`config.mk`:
```
export PLATFORM = sky130hd
export DESIGN_NAME = rect_frame_scheduler
export DESIGN_NICKNAME = d
export VERILOG_FILES = /design/src/rtl/rect_pkg.sv /design/src/rtl/rect_sched_edge_ovr.sv /design/src/rtl/rect_frame_scheduler.sv
export SDC_FILE = /design/constraint.sdc
export NUM_CORES = 1
export LEC_CHECK = 0
export BUFFER_PORTS_ARGS = -buffer_cell sky130_fd_sc_hd__buf_4
export CAP_MARGIN = 5
export CORE_ASPECT_RATIO = 1.1
export CORE_MARGIN = 4
export CORE_UTILIZATION = 50
export DETAILED_ROUTE_END_ITERATION = 16
export PLACE_DENSITY = 0.87
export SYNTH_ARGS = -nofsm -noshare
export SYNTH_HDL_FRONTEND = slang
export SYNTH_HIERARCHICAL = 1
export SYNTH_SLANG_ARGS = --single-unit
```
`constraint.sdc`:
```
create_clock -name clk -period 4.5 [get_ports clk]
set_input_delay 0 -clock clk [delete_from_list [all_inputs] [get_ports clk]]
set_output_delay 0 -clock clk [all_outputs]
set_load 0.05 [all_outputs]
```
`src/rtl/rect_pkg.sv`:
```
// Shared constants and scheduler state encoding for the per-frame rectangle-table copy.
package rect_pkg;

   localparam int RECT_COUNT     = 64;
   localparam int WORDS_PER_RECT = 6;
   localparam int COPY_CYCLES    = RECT_COUNT * WORDS_PER_RECT;
   localparam int RECT_BASE      = 8192 - COPY_CYCLES;

   typedef enum logic [2:0] {
      IDLE,
      STALL,
      START,
      COPY,
      DONE
   } state_t;

endpackage

```
`src/rtl/rect_sched_edge_ovr.sv`:
```
// vsync rising-edge detector plus a saturating count of edges that arrive while a frame is in flight.
module rect_sched_edge_ovr #(
   parameter int OVR_WIDTH = 8
) (
   input  logic                 clk,
   input  logic                 reset,
   input  logic                 vsync,
   input  logic                 busy,
   output logic                 vs_edge,
   output logic [OVR_WIDTH-1:0] overrun_cnt
);

   logic vs_q;

   assign vs_edge = vsync & ~vs_q;

   // NOTE: sequential state uses non-blocking assignments so every register samples pre-edge values.
   always_ff @(posedge clk or negedge reset) begin
      if (!reset) begin
         vs_q        <= 1'b0;
         overrun_cnt <= '0;
      end else begin
         vs_q <= vsync;
         if (vs_edge && busy && (overrun_cnt != '1)) begin
            overrun_cnt <= overrun_cnt + OVR_WIDTH'(1);
         end
      end
   end

endmodule

```
`src/rtl/rect_frame_scheduler.sv`:
```
// Per-vsync CPU stall / copier handoff with GPU rect-RAM write sequencing.
// Optional ack-wait timeout enabled by defining RECT_SCHED_STALL_TIMEOUT_EN.
module rect_frame_scheduler #(
   parameter int ADDR_WIDTH     = 13,
   parameter int RECT_COUNT     = rect_pkg::RECT_COUNT,
   parameter int WORDS_PER_RECT = rect_pkg::WORDS_PER_RECT,
   parameter int GPU_ADDR_WIDTH = 9,
   parameter int OVR_WIDTH      = 8,
   parameter int STALL_TIMEOUT  = 255
) (
   input  logic                      clk,
   input  logic                      reset,
   input  logic                      sched_en,
   input  logic                      vsync,
   output logic                      cpu_stall,
   input  logic                      cpu_stall_ack,
   input  logic [ADDR_WIDTH-1:0]     cpu_rd_addr,
   input  logic [ADDR_WIDTH-1:0]     copier_rd_addr,
   output logic [ADDR_WIDTH-1:0]     mem_rd_addr,
   output logic                      copy_start,
   output logic                      gpu_we,
   output logic [GPU_ADDR_WIDTH-1:0] gpu_waddr,
   output logic                      busy,
   output logic                      frame_done,
   output logic [OVR_WIDTH-1:0]      overrun_cnt,
   output logic                      stall_timeout
);

   import rect_pkg::*;

   localparam logic [GPU_ADDR_WIDTH-1:0] LAST_ADDR =
      GPU_ADDR_WIDTH'(RECT_COUNT * WORDS_PER_RECT - 1);

   if ((STALL_TIMEOUT < 1) || (RECT_COUNT * WORDS_PER_RECT > (1 << GPU_ADDR_WIDTH))) begin : g_cfg_err
      $error("rect_frame_scheduler: STALL_TIMEOUT must be >= 1 and GPU_ADDR_WIDTH must hold the copy length");
   end

   state_t                    state;
   logic                      grant;
   logic                      vs_edge;
   logic [GPU_ADDR_WIDTH-1:0] cnt;

   rect_sched_edge_ovr #(
      .OVR_WIDTH (OVR_WIDTH)
   ) u_edge_ovr (
      .clk         (clk),
      .reset       (reset),
      .vsync       (vsync),
      .busy        (busy),
      .vs_edge     (vs_edge),
      .overrun_cnt (overrun_cnt)
   );

   assign busy        = (state != IDLE);
   assign gpu_waddr   = cnt;
   assign mem_rd_addr = grant ? copier_rd_addr : cpu_rd_addr;

`ifdef RECT_SCHED_STALL_TIMEOUT_EN
   localparam int WAIT_W = $clog2(STALL_TIMEOUT + 1);
   localparam logic [WAIT_W-1:0] WAIT_LAST = WAIT_W'(STALL_TIMEOUT - 1);
   logic [WAIT_W-1:0] wait_cnt;
   logic              timeout_q;
   assign stall_timeout = timeout_q;
`else
   assign stall_timeout = 1'b0;
`endif

   always_ff @(posedge clk or negedge reset) begin
      if (!reset) begin
         state      <= IDLE;
         cpu_stall  <= 1'b0;
         copy_start <= 1'b0;
         grant      <= 1'b0;
         gpu_we     <= 1'b0;
         frame_done <= 1'b0;
         cnt        <= '0;
`ifdef RECT_SCHED_STALL_TIMEOUT_EN
         wait_cnt   <= '0;
         timeout_q  <= 1'b0;
`endif
      end else begin
         copy_start <= 1'b0;
         frame_done <= 1'b0;
         unique case (state)
            IDLE: begin
               if (vs_edge && sched_en) begin
                  state     <= STALL;
                  cpu_stall <= 1'b1;
`ifdef RECT_SCHED_STALL_TIMEOUT_EN
                  wait_cnt  <= '0;
`endif
               end
            end
            STALL: begin
               if (cpu_stall_ack) begin
                  state      <= START;
                  copy_start <= 1'b1;
                  grant      <= 1'b1;
                  cnt        <= '0;
               end
`ifdef RECT_SCHED_STALL_TIMEOUT_EN
               else if (wait_cnt == WAIT_LAST) begin
                  // CPU never froze: give up on this frame and flag it until reset.
                  state     <= IDLE;
                  cpu_stall <= 1'b0;
                  timeout_q <= 1'b1;
               end else begin
                  wait_cnt <= wait_cnt + WAIT_W'(1);
               end
`endif
            end
            START: begin
               state  <= COPY;
               gpu_we <= 1'b1;
            end
            COPY: begin
               if (cnt == LAST_ADDR) begin
                  // Release the port and the CPU together so the CPU never sees the copier address.
                  state      <= DONE;
                  gpu_we     <= 1'b0;
                  grant      <= 1'b0;
                  cpu_stall  <= 1'b0;
                  frame_done <= 1'b1;
                  cnt        <= '0;
               end else begin
                  cnt <= cnt + GPU_ADDR_WIDTH'(1);
               end
            end
            DONE: begin
               state <= IDLE;
            end
            default: begin
               state <= IDLE;
            end
         endcase
      end
   end

endmodule

```
### After elaboration in Yosys (flattened, before gate mapping)

Cells that the tools add are included.
Widths: inputs -> output; s select.

* add/subtract/negate cells: 2
* equal/unequal tests: 8
* muxes and demuxes: 18
* bitwise logic cells: 2
* reduce and logical (&&, ||, !) cells: 13

Operator list (count)
* $mux 9: 2
* $pmux 9 s2: 1
* $mux 13: 1
* $pmux 3 s4: 1
* $add 9x1->9 const B: 1
* $eq 9x9->1 const B: 1
* $mux 3: 3
* $reduce_and 3->1: 3
* $add 8x1->8 const B: 1
* $ne 8x8->1 const B: 1
* $mux 1: 7
* $eq 3x2->1 const B: 2
* $ne 2x2->1 const B: 3
* $pmux 1 s2: 3
* $reduce_bool 2->1: 3
* $reduce_and 2->1: 2
* $eq 3x1->1 const B: 1
* $logic_and 1x1->1: 3
* $logic_not 3->1: 1
* $reduce_bool 3->1: 1
* $and 1x1->1: 1
* $not 1->1: 1

* register bits: 26
* input bits: 31
* output and inout port bits: 36
* logic and storage cells: 52

### Depth between registers and ports, before layout

Gate-level depths: netlist (run 1).

* depth in word-level cells: 5
* mapped depth: 5
* mapped depth without buffers: 5

### Cells and area by module

Netlist (run 1), hierarchy kept.

By module, submodules not included
* rect_frame_scheduler: times used 1, cells each 99, area each 1014.7 sq um
* rect_sched_edge_ovr: times used 1, cells each 34, area each 429.2 sq um

### Least setup slack after synthesis (run 1)

No wires, ideal clock.

* path kind: flip-flop to flip-flop
* start point: reg state[0]
* end point: reg u_edge_ovr.overrun_cnt[6]
* data arrival time: 1.948 ns
* required time: 4.375 ns
* setup slack: 2.427 ns
* stages on the path, launching flop included: 6
* cell sequence: dfrtp_1 > or3_1 > and3b_2 > and3_1 > nand2_1 > mux2_2

* word-level cells in the longest chain between the ends: 3

Ends and longest elaborated chain
* from (decl): RTL line rect_frame_scheduler.sv:38 `state_t state;`
* from (signal assigned): RTL line rect_frame_scheduler.sv:70 `state <= IDLE;`
* from (signal assigned): RTL line rect_frame_scheduler.sv:87 `state <= STALL;`
* from (signal assigned): RTL line rect_frame_scheduler.sv:96 `state <= START;`
* $reduce_bool 3->1: RTL line rect_frame_scheduler.sv:54 `assign busy = (state != IDLE);`
* via busy: RTL line rect_frame_scheduler.sv:23 `output logic busy,`
* $logic_and 1x1->1 (2 in a row): RTL line rect_sched_edge_ovr.sv:24 `if (vs_edge && busy && (overrun_cnt != '1)) begin`
* to (signal assigned): RTL line rect_sched_edge_ovr.sv:25 `overrun_cnt <= overrun_cnt + OVR_WIDTH'(1);`
* to (decl): RTL line rect_sched_edge_ovr.sv:10 `output logic [OVR_WIDTH-1:0] overrun_cnt`

The timed path passes the listed nets, and every way through them passes these cells.
A chain may end at the register's enable or synchronous reset.

### Final worst setup path (run 1)

* start point: reg state[0]
* end point: reg u_edge_ovr.overrun_cnt[6]

* word-level cells in the longest chain between the ends: 3

Ends and longest elaborated chain (RTL line)
* $reduce_bool 3->1: rect_frame_scheduler.sv:54
* $logic_and 1x1->1 (2 in a row): rect_sched_edge_ovr.sv:24

No other way between the ends.

==> metrics.txt, run 1 <==
status=complete, no violations; Post-synth ARST share=100%; MaxCap Viol Count=0; CTS tree=done; syn_nets=about 170; starting density of the core=52.0%; Core Util, Final=about three quarters; initial antenna violation count=0; largest area contributor in the netlist=dfrtp_1; via count=roughly 1300; top-count cell post-synth=dfrtp_1; Synth Cell Area=about 1400 µm²; TritonCTS Buffers=3; worst path arrival time=around 2.1 ns; Die Span X=about 60 µm; root buf cell=clkbuf_4; GPL Wtd Cong=0.841; Switch Pwr=~0.00027 W; Synth-to-Final Area Change=41.0%; drt drc=0; Setup crit end kind=flip-flop; DRT Wirelength=between 3000 and 4000 µm; critical path required time=around 4.7 ns; largest net degree at the start of global routing=27; max_slew headroom=approximately two thirds; Final period util=a little over two fifths; CTS H-tree lvls=1; hold violation total from the final report=0; sequential area share after synthesis=about 45%; PwrDens=about 350 nW/µm²; footprint of the multi-input gates=around 760 µm²; Synth top area share=between 40% and 50%; Mean Syn Cell Area=between 10 and 15 µm²; clock sinks=26; Post-synth top flop=dfrtp_1; setup_tns=0 ns; Worst-Skew Late Latency=between 0.3 and 0.4 ns; vias per inst=5.52; Slew Viols, Final=0; Yosys reg bits=26; number of global-route vias before repair=about 1300; Storage cell area=651 µm²; Synth area leaders=dfrtp_1, mux2_2, nand2_1; min-delay worst type=in -> reg; Setup Skew=around 0.015 ns; LEAKAGE=1.00 nW; RSZ-0062 raised after global routing=no; CTS clock-pin slew for the worst setup and hold paths=around 0.15 ns; DIE AREA=about 3800 µm²; Final min period=about 1.9 ns; power share of the combinational group=a little over a third; antenna diode count=0; EDFF count, synth=0; drt wl/cell=about 16 µm; first-pass GRT wire length=~6100 µm; post-route ant nets=0; Tot Pwr=0.000711 W; Core Box Area=between 2000 and 3000 µm²; switching share of power=38.2%; fill cell count=about 200; Final Instance Count excl. Fillers=roughly 240; Post-Syn Instances=~130; critical path class=reg -> reg; clock share of power=22.7%; Die Y-Extent=between 60 and 70 µm; Max FO, Critical Path=8; dpl hpwl=2970 µm; Setup Fix Bufs, Post-CTS=0; DR iter-0 viols=33; Post-layout nets=236; I/O Buffers=65; VDD IR-drop max=between 0.3 and 0.4 mV; Setup WS pre-CTS=about 2.6 ns; worst setup margin=2.60 ns; Reg power frac=41.6%; Placed Cells=228; Commonest cells post-synth=dfrtp_1, mux2_2, nand2_1; Hold Path Stages=4; IO Pins=67; FP Rows=20; synth unique cells=48; YS warnings=6; CP Launch Type=flip-flop; Slew @ Worst Pin=0.511 ns; Bufs on Longest Clock Path=2; final setup vio count=0; grt ovf=0; r2r worst-path depth=5; Overall Global Routing Usage=a little over a fifth; share of cells above drive strength 1=between 40% and 50%; internal power=between 0.0004 and 0.0005 W; DRT Pass-1 Iters=4; achievable frequency=between 500 and 600 MHz
[final timing paths]
check	startpoint	to	slack, ns
worst max register to register	state[0]$_DFFE_PN0P_	u_edge_ovr/overrun_cnt[6]$_DFFE_PN0P_	2.60
worst min-delay path	cpu_stall_ack	state[1]$_DFFE_PN0P_	0.06
max in group asynchronous	reset	copy_start$_DFF_PN0_	4.15
worst min register to register	state[2]$_DFFE_PN0P_	state[1]$_DFFE_PN0P_	0.52
worst max-delay path	state[0]$_DFFE_PN0P_	u_edge_ovr/overrun_cnt[6]$_DFFE_PN0P_	2.60
min in group asynchronous	reset	gpu_waddr[3]$_DFFE_PN0P_	0.08
[cells by family after synthesis]
kind of cell / count (synthesis) / share of synthesized area [%]
compound gates: 28 / 14.0
xor+xnor: 3 / 1.82
fa+ha+maj: 2 / 1.73
buf+inv: 7 / 2.43
flops: 26 / 45.1
mux: 17 / 13.2
other cells: 1 / 0.260
simple gates: 49 / 21.5
[power groups by stage]
stage          clock [W]  combinational, W  sequential, W
2_1_floorplan          0         0.0000728       0.000385
3_3_place_gp           0          0.000248       0.000297
3_5_place_dp           0          0.000253       0.000301
4_1_cts         0.000166          0.000255       0.000296
5_1_grt         0.000175          0.000265       0.000303
6_report        0.000162          0.000254       0.000296
[sequential cells by signal (all words and copies together), names as in the netlist]
signal and count:
cpu_stall 1, u_edge_ovr/overrun_cnt 8, gpu_we 1, copy_start 1, gpu_waddr 9, u_edge_ovr/vs_q 1
frame_done 1, state 3, grant 1
[routing by layer]
metal / part of all wire [%] / vias to the layer above / track usage (%) / wire (µm)
li1: - / 633 / - / -
met1: 40 / 629 / 26.4 / 1510
met2: 55 / 28 / 35.9 / 2070
met3: 3.7 / 7 / 3.43 / 141
met4: 1.6 / 0 / 6.80 / 61
met5: 0 / - / 0 / 0
[final cells by class]
| cell class | instances | area share (%) |
|---|---|---|
| Clock inverter | 1 | 1.48 |
| Tap cell | 33 | 2.03 |
| Inverter | 4 | 0.738 |
| Sequential cell | 26 | 32.0 |
| Timing Repair Buffer | 68 | 25.4 |
| Clock buffer | 3 | 1.11 |
| Multi-Input combinational cell | 100 | 37.2 |
[what timing repair did]
item	CTS	global route
gates resized for setup	0	0
endpoints found under the hold margin	28	0
hold buffers	3	0
endpoints found under the setup margin	0	0
[cell usage in the layout (no fill, tap or decap), types with 2 or more instances in the layout]
cell type,n
a21oi_1,5
o21ai_1,3
dfrtp_1,26
nor3_1,2
a31oi_1,4
o21ai_0,2
a21o_1,2
nor2b_1,2
clkbuf_4,3
and3_1,4
nand2_1,12
dlygate4sd3_1,3
ha_1,2
a41oi_1,2
nand3_1,2
o21a_1,2
nor2_1,8
nand2b_1,4
xnor2_1,2
inv_1,4
mux2_2,15
buf_4,65
[worst max-delay path, stage by stage (launching register included)]
cell and delay (ns):
dfrtp_1 0.49, or3_1 0.44, and3b_2 0.25, and3_1 0.22
nand2_1 0.10, mux2_2 0.33
[metrics by stage]
stage	hold WS [ns]	cell area (µm²)
final	0.0560	2040
after global routing	0.0619	2040
after CTS	0.0492	2040
after detailed placement	-0.0726	1950
after global placement	-0.0806	1950
after floorplan	-0.296	1440
(Power assumes the default switching activity.)
==> inputs of run 2 (changes only) <==
CORE_UTILIZATION = 42   (was 50)
PLACE_DENSITY = 0.78   (was 0.87)
clock period = 1.55 ns   (was 4.5 ns; I/O delays follow)
==> run 2 against run 1 <==
First-iteration DRC count rose by 64%; die area up 16%; the run now ends with negative setup slack left; sequential cell count unchanged; sequential share of layout area down 1.9 points; final cell count increased by 11%; highest routed layer unchanged.
==> metrics.txt, run 2 (synthesis gave the netlist of run 1 again) <==
drt drc=0 (unchanged); FP Rows=22 (+10%); Critical path origin=state[0]$_DFFE_PN0P_; Die Span X=63.9 µm (+7.9%); Final min period=1.65 ns (-0.248 ns); post-route ant nets=0 (unchanged); Final period util=106% (+64 points); Final Instance Count excl. Fillers=260 (+11%); DR iter-0 viols=54 (+64%); critical path class=reg -> reg; number of global-route vias before repair=1303 (+0.46%); number of flip-flops in the largest register=9 (unchanged); IO Pins=67 (unchanged); CTS clock-pin slew for the worst setup and hold paths=0.14 ns (about the same); Tot Pwr=0.00200 W (+180%); Placed Cells=249 (+9.2%); MaxCap Viol Count=0 (unchanged); worst setup margin=-0.0993 ns (-2.70 ns); most common library cell in the layout ignoring fill and taps=buf_4; vias per inst=5.10 (-7.6%); Slew Viols, Final=0 (unchanged); Post-layout nets=246 (+4.2%); DRT Wirelength=3730 µm (-1.1%); final setup vio count=4 (+4); status=finished with violations; reg2reg start=state[0]$_DFFE_PN0P_; Worst-Skew Late Latency=0.32 ns (-0.02 ns); fill cell count=255 (+29%); CTS H-tree lvls=1 (unchanged); Core Util, Final=66.4% (-6.9 points); achievable frequency=606 MHz (+15%); RSZ-0062 raised after global routing=yes; Worst Hold Slack=0.0636 ns (+0.00765 ns); Overall Global Routing Usage=16.7% (-4.4 points); PwrDens=904 nW/µm² (+160%); hold violation total from the final report=0 (unchanged); VDD IR-drop max=0.563 mV (+65%); worst path arrival time=1.87 ns (-0.27 ns); dpl hpwl=2880 µm (-3.2%); LEAKAGE=1.07 nW (+6.3%); grt ovf=0 (unchanged); GPL Wtd Cong=0.825 (-1.9%); violated checks=negative setup slack; RR Endpoint=u_edge_ovr/overrun_cnt[6]$_DFFE_PN0P_; Setup crit end kind=flip-flop; Die Y-Extent=69.5 µm (+8.0%); clock sinks=26 (unchanged); r2r worst-path depth=5 (unchanged); Bufs on Longest Clock Path=2 (unchanged); most frequent cells in the layout=buf_4, dfrtp_1, mux2_2; worst reg2reg setup slack=-0.1 ns (-2.70 ns); DRT Pass-1 Iters=4 (unchanged); drt wl/cell=14.4 µm (-11%); CP Launch Type=flip-flop; Core Box Area=3330 µm² (+20%); TritonCTS Buffers=3 (unchanged); CP endpoint=u_edge_ovr/overrun_cnt[6]$_DFFE_PN0P_; Max FO, Critical Path=4 (-4); via count=1326 (+2.2%); I/O Buffers=65 (unchanged); initial antenna violation count=0 (unchanged); antenna diode count=0 (unchanged); first-pass GRT wire length=6060 µm (-1.0%); root buf cell=clkbuf_4; min-delay worst type=in -> reg; Synth-to-Final Area Change=53.2%; critical path required time=1.77 ns (-2.97 ns); Setup Skew=0.00674 ns (-0.00816 ns); DIE AREA=4440 µm² (+16%); share of cells above drive strength 1=60.8% (+14 points); starting density of the core=43.4% (-8.6 points); CTS tree=done; largest net degree at the start of global routing=27 (unchanged)
-- run 2: cell type report --
type                            instances  area [µm²]  share of cell area (%)
Clock buffer                            4        36.3                    1.64
Inverter                                4        15.0                   0.679
Multi-Input combinational cell        100         840                    38.0
Sequential cell                        26         664                    30.0
Tap cell                               48        60.1                    2.71
Timing Repair Buffer                   78         597                    27.0
-- run 2: metrics by stage --
stage / worst slack, ns / TNS (ns) / area [µm²]
global route: -0.143 / -0.545 / 2210
CTS: -0.0976 / -0.288 / 2160
floorplan: -0.298 / -1.31 / 1500
finish: -0.0993 / -0.298 / 2210
global placement: -0.106 / -0.268 / 2070
detailed placement: -0.136 / -0.473 / 2070
-- run 2: critical path: stages (launching register included) --
cell and delay [ns]:
dfrtp_1 0.40, or3_4 0.38, and3b_2 0.24, and3_4 0.19, nand2_2 0.06, mux2_4 0.29
-- run 2: routing by layer --
layer,wire length [µm],track usage [%]
met2,1850,27.7
met4,36,6.24
met3,198,3.40
met1,1650,21.1
met5,0,0
-- run 2: power breakdown --
group          switching, W  leakage, nW  internal [W]
logic              0.000491        0.739      0.000298
registers          0.000108        0.306      0.000760
clock network      0.000199       0.0210      0.000144
-- run 2: worst min-delay path by stage --
stage | startpoint | end | slack (ns) | cells past startpoint
finish | cpu_stall_ack | state[1]$_DFFE_PN0P_ | 0.06 | 4
global route | cpu_stall_ack | state[1]$_DFFE_PN0P_ | 0.07 | 4
CTS | cpu_stall_ack | state[1]$_DFFE_PN0P_ | 0.06 | 4
detailed placement | reset | u_edge_ovr/overrun_cnt[7]$_DFFE_PN0P_ | -0.07 | 1
global placement | reset | u_edge_ovr/overrun_cnt[7]$_DFFE_PN0P_ | -0.08 | 1
floorplan | reset | copy_start$_DFF_PN0_ | -0.30 | 0
-- run 2: what timing repair did --
item,in CTS,in global routing
buffers inserted,1,3
pin swaps,4,2
hold endpoints to repair,28,0
hold buffers,3,0
gates resized for setup,3,8
gates cloned,0,0
endpoints found under the setup margin,19,10
